--- config.mk ---
export PLATFORM = sky130hd
export DESIGN_NAME = rv32i_fetch_unit
export DESIGN_NICKNAME = d
export VERILOG_FILES = /design/src/rtl/rv32i_fetch_unit.sv
export SDC_FILE = /design/constraint.sdc
export NUM_CORES = 1
export LEC_CHECK = 0
export CORE_ASPECT_RATIO = 1.75
export CORE_MARGIN = 2
export CORE_UTILIZATION = 45
export CTS_BUF_LIST = sky130_fd_sc_hd__clkbuf_4 sky130_fd_sc_hd__clkbuf_8
export CTS_CLUSTER_SIZE = 16
export DETAILED_ROUTE_END_ITERATION = 6
export PLACE_DENSITY = 0.92
export SLEW_MARGIN = 20
export SYNTH_ARGS = -nofsm -noshare
export SYNTH_HDL_FRONTEND = slang
export SYNTH_SLANG_ARGS = --single-unit
export TNS_END_PERCENT = 1
--- constraint.sdc ---
create_clock -name i_clk -period 4.7 [get_ports i_clk]
set_input_delay 1.175 -clock i_clk [delete_from_list [all_inputs] [get_ports i_clk]]
set_output_delay 1.175 -clock i_clk [all_outputs]
set_load 0.03 [all_outputs]
--- src/rtl/rv32i_fetch_unit.sv ---
// RV32I instruction fetch unit: a single-outstanding-read FSM that feeds decode through a valid/ready handshake.
// Define FETCH_MISALIGN_TRAP_EN to trap on misaligned redirects; otherwise redirect targets are word-aligned.
module rv32i_fetch_unit #(
  parameter logic [31:0] RESET_PC = 32'h0000_0000
) (
  input  logic        i_clk,
  input  logic        i_rst,
  input  logic        i_fetch_en,
  input  logic        i_redirect_valid,
  input  logic [31:0] i_redirect_pc,
  output logic        o_mem_rd_en,
  output logic [31:0] o_mem_rd_addr,
  input  logic [31:0] i_mem_rd_data,
  input  logic        i_mem_rd_valid,
  output logic [31:0] o_instr,
  output logic [31:0] o_instr_pc,
  output logic        o_instr_valid,
  input  logic        i_instr_ready,
  output logic        o_fetch_misaligned
);

  typedef enum logic [2:0] {
    S_IDLE,
    S_REQ,
    S_HOLD,
    S_FLUSH,
    S_TRAP
  } state_t;

  state_t      state;
  state_t      state_next;
  logic [31:0] pc;
  logic [31:0] pc_next;
  logic        capture;
  logic        redirect_take;

  // Redirects are ignored only once trapped; this also lets a HOLD transfer complete alongside a redirect.
  assign redirect_take = i_redirect_valid && (state != S_TRAP);

  // NOTE: every signal written here gets a default first, so no path can leave it unassigned and infer a latch.
  always_comb begin
    state_next = state;
    pc_next    = pc;
    capture    = 1'b0;

    case (state)
      S_IDLE: begin
        if (i_fetch_en) state_next = S_REQ;
      end
      S_REQ: begin
        // An outstanding read always completes; i_fetch_en only gates the next request.
        if (i_mem_rd_valid) begin
          capture    = 1'b1;
          state_next = S_HOLD;
        end
      end
      S_HOLD: begin
        if (i_instr_ready) begin
          pc_next    = pc + 32'd4;
          state_next = i_fetch_en ? S_REQ : S_IDLE;
        end
      end
      S_FLUSH: begin
        state_next = i_fetch_en ? S_REQ : S_IDLE;
      end
      S_TRAP: begin
        state_next = S_TRAP;
      end
      default: begin
        state_next = S_IDLE;
      end
    endcase

    // Redirect overrides the sequential PC and discards any read data returning this cycle.
    if (redirect_take) begin
      capture = 1'b0;
`ifdef FETCH_MISALIGN_TRAP_EN
      if (i_redirect_pc[1:0] != 2'b00) begin
        state_next = S_TRAP;
      end else begin
        pc_next    = i_redirect_pc;
        state_next = S_FLUSH;
      end
`else
      pc_next    = {i_redirect_pc[31:2], 2'b00};
      state_next = S_FLUSH;
`endif
    end
  end

  // NOTE: sequential state uses non-blocking assignments so every register samples pre-edge values.
  always_ff @(posedge i_clk or posedge i_rst) begin
    if (i_rst) begin
      state      <= S_IDLE;
      pc         <= RESET_PC;
      // NOTE: the instruction holding registers are reset too, so decode never sees stale data after reset.
      o_instr    <= 32'h0000_0000;
      o_instr_pc <= 32'h0000_0000;
    end else begin
      state <= state_next;
      pc    <= pc_next;
      if (capture) begin
        o_instr    <= i_mem_rd_data;
        o_instr_pc <= pc;
      end
    end
  end

  assign o_mem_rd_en   = (state == S_REQ);
  assign o_mem_rd_addr = pc;
  assign o_instr_valid = (state == S_HOLD);

`ifdef FETCH_MISALIGN_TRAP_EN
  logic misaligned;

  always_ff @(posedge i_clk or posedge i_rst) begin
    if (i_rst) begin
      misaligned <= 1'b0;
    end else if (redirect_take && (i_redirect_pc[1:0] != 2'b00)) begin
      misaligned <= 1'b1;
    end
  end

  assign o_fetch_misaligned = misaligned;
`else
  logic unused_redirect_lsbs;

  // Low target bits are dropped by the alignment above; this only keeps them visibly consumed.
  assign unused_redirect_lsbs = ^i_redirect_pc[1:0];
  assign o_fetch_misaligned   = 1'b0;
`endif

endmodule

Yosys cells after proc, flatten, opt, wreduce, memory -nomap -nowiden

Cells that the tools add are included.

Register bits: 99
Input bits: 70
Output and inout port bits: 99
Logic and storage cells: 31

$add $sub $neg: 1
Eq/ne operators: 8
Muxes and demuxes: 12
Reduce and logical (&&, ||, !) cells: 6

Operators by type and width:

| kind                    | number |
|---|---|
| $mux W32                | 3 |
| $add A32 B3 Y32 const B | 1 |
| $pmux W3 S5             | 1 |
| $mux W3                 | 4 |
| $eq A3 B2 Y1 const B    | 2 |
| $ne A3 B1 Y1 const B    | 2 |
| $ne A3 B3 Y1 const B    | 2 |
| $mux W1                 | 4 |
| $reduce_bool A2 Y1      | 2 |
| $eq A3 B1 Y1 const B    | 1 |
| $eq A3 B3 Y1 const B    | 1 |
| $logic_not A3 Y1        | 1 |
| $reduce_and A3 Y1       | 1 |
| $reduce_and A2 Y1       | 1 |
| $logic_and A1 B1 Y1     | 1 |

Logic depth before layout (Yosys ltp)

Gate-level depths: netlist of run 1.

Word-level depth: 4
Gate-level depth with buffers: 7
Mapped depth without buffers: 6

Worst setup path after synthesis of run 1

OpenSTA, ideal clock, no wires.

Kind: input-to-reg
Start: input port i_instr_ready
End: register pc[27], in the netlist o_mem_rd_addr[27]
Setup time: 0.128 ns
Arrival time: 2.487 ns
Data required time: 4.572 ns
Slack: 2.086 ns
Cell stages on the path: 6
Path buffers: 1
Cells stage by stage: nand4bb_1 -> buf_4 -> nor4_4 -> nand4_1 -> xnor2_1 -> mux2_1

Cells in the longest elaborated chain, start to end: 2

Ends and longest elaborated chain:

| element                      | RTL line | RTL |
|---|---|---|
| from (decl)                  | 18       | `input logic i_instr_ready,` |
| $reduce_bool A2 Y1 (no line) | n/a      |  |
| $reduce_and A2 Y1 (no line)  | n/a      |  |
| to (signal assigned)         | 101      | `pc <= pc_next;` |
| to (decl)                    | 32       | `logic [31:0] pc;` |

Every way passes these cells.
A chain may end at the register's enable or synchronous reset.

Final worst setup path of run 1

Same ends and word-level chain as after synthesis.

==> results.yml, run 1 <==
run_status:
  status: "completed"
route:
  wire_per_inst_um: 18.30
  vias: 3252
  ant_nets: 0
  drc: 0
  finalWirelength_um: 11490
  drt-vias-per-instance: 5.178
  drt_iter0_markers: 134
  first_pass_iters: 4
floorplan:
  die_area_mm2: 0.01019
  initial_core_util_pct: 46.37
  row_count: 46
  core_mm2: 0.009094
  die-height_um: 132.1
  io_pins: 169
  die_w_um: 77.18
critical_path:
  cp-startpoint: "i_instr_ready"
  critical_path.top_delay_family: "simple AND/OR/NAND/NOR gates"
  cpMaxStageDelayCell: "nor4_4"
  start_kind: "input pin"
  reg2reg_from: "state[1]"
  critPathArrivalTime_ns: 3.38
  required_ns: 4.95
  crit_path_cell_trace: "clkdlybuf4s50_1 > nand4bb_1 > nor4_4 > nand4_1 > xnor2_1 > mux2_1"
  crit_buf_inv: 1
  reg2reg_depth: 4
  r2r-end: "o_instr[1]"
  critPathMaxFanout: 8
  end_kind: "flip-flop"
  worstSetupPathType: "input pin to flip-flop"
  r2r_slack_ns: 2.29
  max_stage_delay_ns: 0.60
  cp.depth: 6
  crit_end: "o_mem_rd_addr[27]"
power_and_ir_drop:
  power_density_mw_per_mm2: 487.4
  vdd_ir_drop_max_v: 0.0003628
  p_leak_nw: 2.469
cts:
  cts_made_buffers: 9
  cts.clk_slew.worst_paths_ns: 0.09
  worstSkewPairLatency_ns: 0.37
  max-clock-path-buffers: 2
  cts_resized: 0
  cts_htree_levels: 3
  cts_post_setup_buffers_inserted: 0
  cts_tree: "yes"
  root_buffer: "clkbuf_8"
  clock_sinks: 95
  hold_buffers: 0
grt:
  grt_pass1_vias: 3579
  antenna_found_initial: 0
  grt_pass1_wl_um: 18270
  track_usage_pct: 23.26
  grt-ovfl-total: 0
  grt_max_degree: 67
logic_synthesis:
  syn-instance-count: 345
  synthSimpleGateAreaFrac_pct: 12.76
  synthMuxAreaShare_pct: 17.33
  synth_seq_area_share_pct: 56.38
  synth_area_mm2: 0.004217
  synth_top_family_by_area: "multiplexers"
  yosysWarnings: 0
  synth_xor_area_share_pct: 5.816
  synth_compound_area_share_pct: 4.421
  synth_fa_ha_area_share_pct: 0.2967
  ys_seq_elements: 95
  ys_types: 36
  avgSynthCellArea_um2: 12.22
finish:
  area_delta_synth_final_pct: 44.78
  post-route-util_pct: 67.13
  final_area_mm2: 0.006105
  diodes: 0
  fin_cells: 628
  drive_gt1_share_pct: 18.50
  num-nets-final: 574
sta:
  layout_min_cycle_time_ns: 3.128
  rsz0062_at_grt: "no"
  fin_skew_ns: 0.01267
  hold_viol_final: 0
  max_freq_mhz: 319.7
  setup_viol: 0
  worstMarginPinSlew_ns: 0.8079
  timing.final.crit_share_pct: 66.56
  holdWs_ns: 0.5111
  drv_slew: 0
  fin_setup_tns_ns: 0
  relSlewSlack_pct: 46.14
hold_path:
  min_path_type: "flip-flop to flip-flop"
placement:
  port_buffers: 161
  placed_area_mm2: 0.005911
  placed_cells: 612
  hpwl_um: 8560
  routabilityCongestion: 0.8067
flow_run:
  max_cap_viol_count: 0
==> cells by family (layout without fill, tap and decap cells) <==
| logic type | after synthesis | count (layout) |
|---|---|---|
| AOI/OAI and AO/OA | 35 | 35 |
| xor gates and xnor gates | 28 | 28 |
| adders and majority gates | 1 | 1 |
| buffers and inverters | 23 | 182 |
| DFF | 95 | 95 |
| muxes | 65 | 65 |
| other | 1 | 5 |
| and+or+nand+nor | 97 | 97 |
==> registers in the layout, summed over array words and instances (netlist names) <==
signal,count
o_instr,32
o_instr_pc,30
o_mem_rd_addr,30
state,3
==> report_power, final <==
group | switching (W) | internal [W] | total (W)
registers | 0.000148 | 0.00103 | 0.00118
clock network | 0.000274 | 0.000248 | 0.000522
logic | 0.000693 | 0.000581 | 0.00127
==> stage by stage <==
| stage | power (W) | setup WS (ns) |
|---|---|---|
| after global routing | 0.003105 | 1.390 |
| after CTS | 0.003000 | 1.575 |
| after global placement | 0.002419 | 1.221 |
| after detailed placement | 0.002474 | 1.155 |
| after floorplan | 0.001872 | 1.048 |
| final | 0.002976 | 1.572 |
==> cell usage after synthesis <==
cell type  count  area share, %
nor3b_1        4           0.71
nand4_1       13            1.9
a21oi_1       28            3.3
mux2_1         1           0.27
a31oi_1        1           0.15
buf_2         11            1.3
and3_1         6           0.89
nand2_1       10           0.89
nor4_1         1           0.15
nand3_2        1           0.24
nand4_2        1           0.30
and2_1         2           0.30
clkbuf_1       5           0.45
nand3_1       13            1.5
buf_4          6            1.1
ha_1           1           0.30
xor2_1        21            4.4
o31ai_1        1           0.18
conb_1         1          0.089
mux2i_1        1           0.24
nand2b_1       3           0.45
nor2_2         1           0.15
nand4bb_1      1           0.27
nor2_1        32            2.8
o21ai_0        3           0.36
a21oi_2        2           0.42
and3_2         1           0.18
mux2_2        63             17
and3b_1        1           0.21
or3_1          1           0.15
nor4_4         2            1.0
dfrtp_1       95             56
xnor2_1        7            1.5
and4_1         1           0.21
nor3_1         3           0.36
inv_1          1          0.089
==> cell type report <==
type	count	area [um2]
Sequential cell	95	2377
Inverter	1	6.256
Multi-Input combinational cell	231	1735
Clock buffer	14	180.2
Clock inverter	2	13.76
Tap cell	120	150.1
Timing Repair Buffer	165	1642
Fill cell	708	2989
==> layer usage <==
layer | share of wire, % | track usage (%)
met5 | 0 | 0
met4 | 4.7 | 13.69
met3 | 3.7 | 4.110
met2 | 56 | 42.56
met1 | 35 | 24.33
==> cell usage in the layout, fill, tap and decap left out, types with 2 or more instances in the layout <==
master / Yosys / routed
clkdlybuf4s50_1: 0 / 161
dfrtp_1: 95 / 95
mux2_2: 63 / 63
nor2_1: 32 / 32
a21oi_1: 28 / 28
xor2_1: 21 / 21
nand3_1: 13 / 13
nand4_1: 13 / 13
clkbuf_8: 0 / 12
nand2_1: 10 / 10
xnor2_1: 7 / 7
and3_1: 6 / 6
conb_1: 1 / 5
nor3b_1: 4 / 4
buf_4: 6 / 4
o21ai_0: 3 / 3
nor3_1: 3 / 3
nor4_4: 2 / 2
and2_1: 2 / 2
a21oi_2: 2 / 2
nand2b_1: 3 / 2
clkbuf_4: 0 / 2
==> worst min-delay path by stage <==
stage / start / end / depth (start not counted)
2_1_floorplan: state[0] / state[2] / 1
3_3_place_gp: o_instr[28] / o_instr[28] / 1
3_5_place_dp: o_instr[3] / o_instr[3] / 1
4_1_cts: o_instr[3] / o_instr[3] / 1
5_1_grt: o_instr[3] / o_instr[3] / 1
6_report: o_instr[7] / o_instr[7] / 1
Power figures use the tool's default switching activity.
==> run 2: changes to the inputs <==
--- a/config.mk
+++ b/config.mk
@@ -7,11 +7,11 @@
 export LEC_CHECK = 0
 export CORE_ASPECT_RATIO = 1.75
 export CORE_MARGIN = 2
-export CORE_UTILIZATION = 45
+export CORE_UTILIZATION = 40
 export CTS_BUF_LIST = sky130_fd_sc_hd__clkbuf_4 sky130_fd_sc_hd__clkbuf_8
 export CTS_CLUSTER_SIZE = 16
 export DETAILED_ROUTE_END_ITERATION = 6
-export PLACE_DENSITY = 0.92
+export PLACE_DENSITY = 0.87
 export SLEW_MARGIN = 20
 export SYNTH_ARGS = -nofsm -noshare
 export SYNTH_HDL_FRONTEND = slang
==> constraint.sdc (replaced) <==
create_clock -name i_clk -period 2.8 [get_ports i_clk]
set_input_delay 0.7 -clock i_clk [delete_from_list [all_inputs] [get_ports i_clk]]
set_output_delay 0.7 -clock i_clk [all_outputs]
set_load 0.03 [all_outputs]
==> results.yml, run 2 (synthesis results as in run 1) <==
route:
  wire_per_inst_um: 17.20
  drt-vias-per-instance: 5.152
  drc: 0
  ant_nets: 0
  finalWirelength_um: 10990
  first_pass_iters: 4
  vias: 3292
  drt_iter0_markers: 183
sta:
  fin_setup_tns_ns: 0
  holdWs_ns: 0.5112
  layout_min_cycle_time_ns: 2.610
  hold_viol_final: 0
  fin_skew_ns: 0.01197
  rsz0062_at_grt: "no"
  drv_slew: 0
  setup_viol: 0
  worstMarginPinSlew_ns: 0.5672
  relSlewSlack_pct: 62.05
  timing.final.crit_share_pct: 93.23
  max_freq_mhz: 383.1
placement:
  routabilityCongestion: 0.7923
  hpwl_um: 8212
  port_buffers: 161
critical_path:
  reg2reg_from: "o_mem_rd_addr[2]"
  worstSetupPathType: "flip-flop to primary output"
  critPathMaxFanout: 9
  required_ns: 2.10
  r2r_slack_ns: 0.50
  crit_end: "o_instr_valid"
  critPathArrivalTime_ns: 1.91
  r2r-end: "o_mem_rd_addr[30]"
  cp-startpoint: "state[1]"
  end_kind: "primary output"
  start_kind: "flip-flop"
  reg2reg_depth: 6
power_and_ir_drop:
  power.total_w: 0.005104
  power_density_mw_per_mm2: 821.9
  vdd_ir_drop_max_v: 0.0005225
  p_leak_nw: 2.501
hold_path:
  min_from: "o_instr_pc[24]"
  min_path_type: "flip-flop to flip-flop"
  min_path_cells: 1
floorplan:
  initial_core_util_pct: 40.94
  row_count: 49
  io_pins: 169
  core_mm2: 0.01030
  die_area_mm2: 0.01141
  die-height_um: 139.8
  die_w_um: 81.61
grt:
  antenna_found_initial: 1
  grt_pass1_vias: 3448
  grt_pass1_wl_um: 17400
  grt-ovfl-total: 0
  track_usage_pct: 20.29
  grt_max_degree: 96
finish:
  post-route-util_pct: 60.29
  num-nets-final: 577
  drive_gt1_share_pct: 18.98
  area_delta_synth_final_pct: 47.27
  regMostFlops: "o_instr"
  layout_commonest_cell: "clkdlybuf4s50_1"
  largest_reg_flops: 32
  final_cell_mix: "clkdlybuf4s50_1 (161), dfrtp_1 (95), mux2_2 (63)"
run_status:
  status: "completed"
cts:
  cts_made_buffers: 9
  clock_sinks: 95
  cts.clk_slew.worst_paths_ns: 0.09
  cts_post_setup_buffers_inserted: 0
  root_buffer: "clkbuf_8"
  worstSkewPairLatency_ns: 0.36
  max-clock-path-buffers: 2
  cts_htree_levels: 3
  cts_tree: "yes"
  cts_resized: 0
  hold_buffers: 0
flow_run:
  max_cap_viol_count: 0
-- run 2: stage by stage --
stage	worst slack (ns)	area, um2	std cells
2_1_floorplan	0.4492	4235	349
3_3_place_gp	0.1427	5981	622
3_5_place_dp	0.1165	5981	622
4_1_cts	0.1750	6207	638
5_1_grt	0.09889	6210	639
6_report	0.1897	6210	639
-- run 2: critical path, stage by stage, from the launching register on --
cell             delay (ns)
dfrtp_1                0.49
nor3b_1                0.32
clkdlybuf4s50_1        0.74
-- run 2: worst min-delay path by stage --
| stage | endpoint | slack, ns |
|---|---|---|
| 5_1_grt | o_instr_pc[24] | 0.52 |
| 3_3_place_gp | o_instr_pc[16] | 0.49 |
| 2_1_floorplan | state[2] | 0.52 |
| 3_5_place_dp | o_instr_pc[7] | 0.50 |
| 4_1_cts | o_instr_pc[24] | 0.52 |
| 6_report | o_instr_pc[24] | 0.51 |
-- run 2: final cells by class --
cell class / instances / area (um2)
sequential: 95 / 2377
inverter: 1 / 7.507
fill: 816 / 4090
timing repair buffer: 168 / 1702
antenna: 1 / 2.502
multi-input combinational: 231 / 1735
clock buffer: 11 / 145.1
tap: 127 / 158.9
clock inverter: 5 / 81.33
-- run 2: per-layer routing --
| metal | vias to the layer above | routed length [um] | track usage (%) |
|---|---|---|---|
| li1 | 1528 | - | - |
| met1 | 1646 | 3816 | 21.83 |
| met2 | 91 | 6241 | 35.25 |
| met3 | 27 | 450 | 3.956 |
| met4 | 0 | 480 | 12.54 |
| met5 | - | 0 | 0 |
-- run 2: where the power goes --
part	internal [W]	total, W	switching (W)	leakage (nW)
sequential	0.00173	0.00197	0.000240	1.12
clock	0.000538	0.00101	0.000475	0.113
combinational	0.000982	0.00212	0.00114	1.27
total	0.00325	0.00510	0.00185	2.50
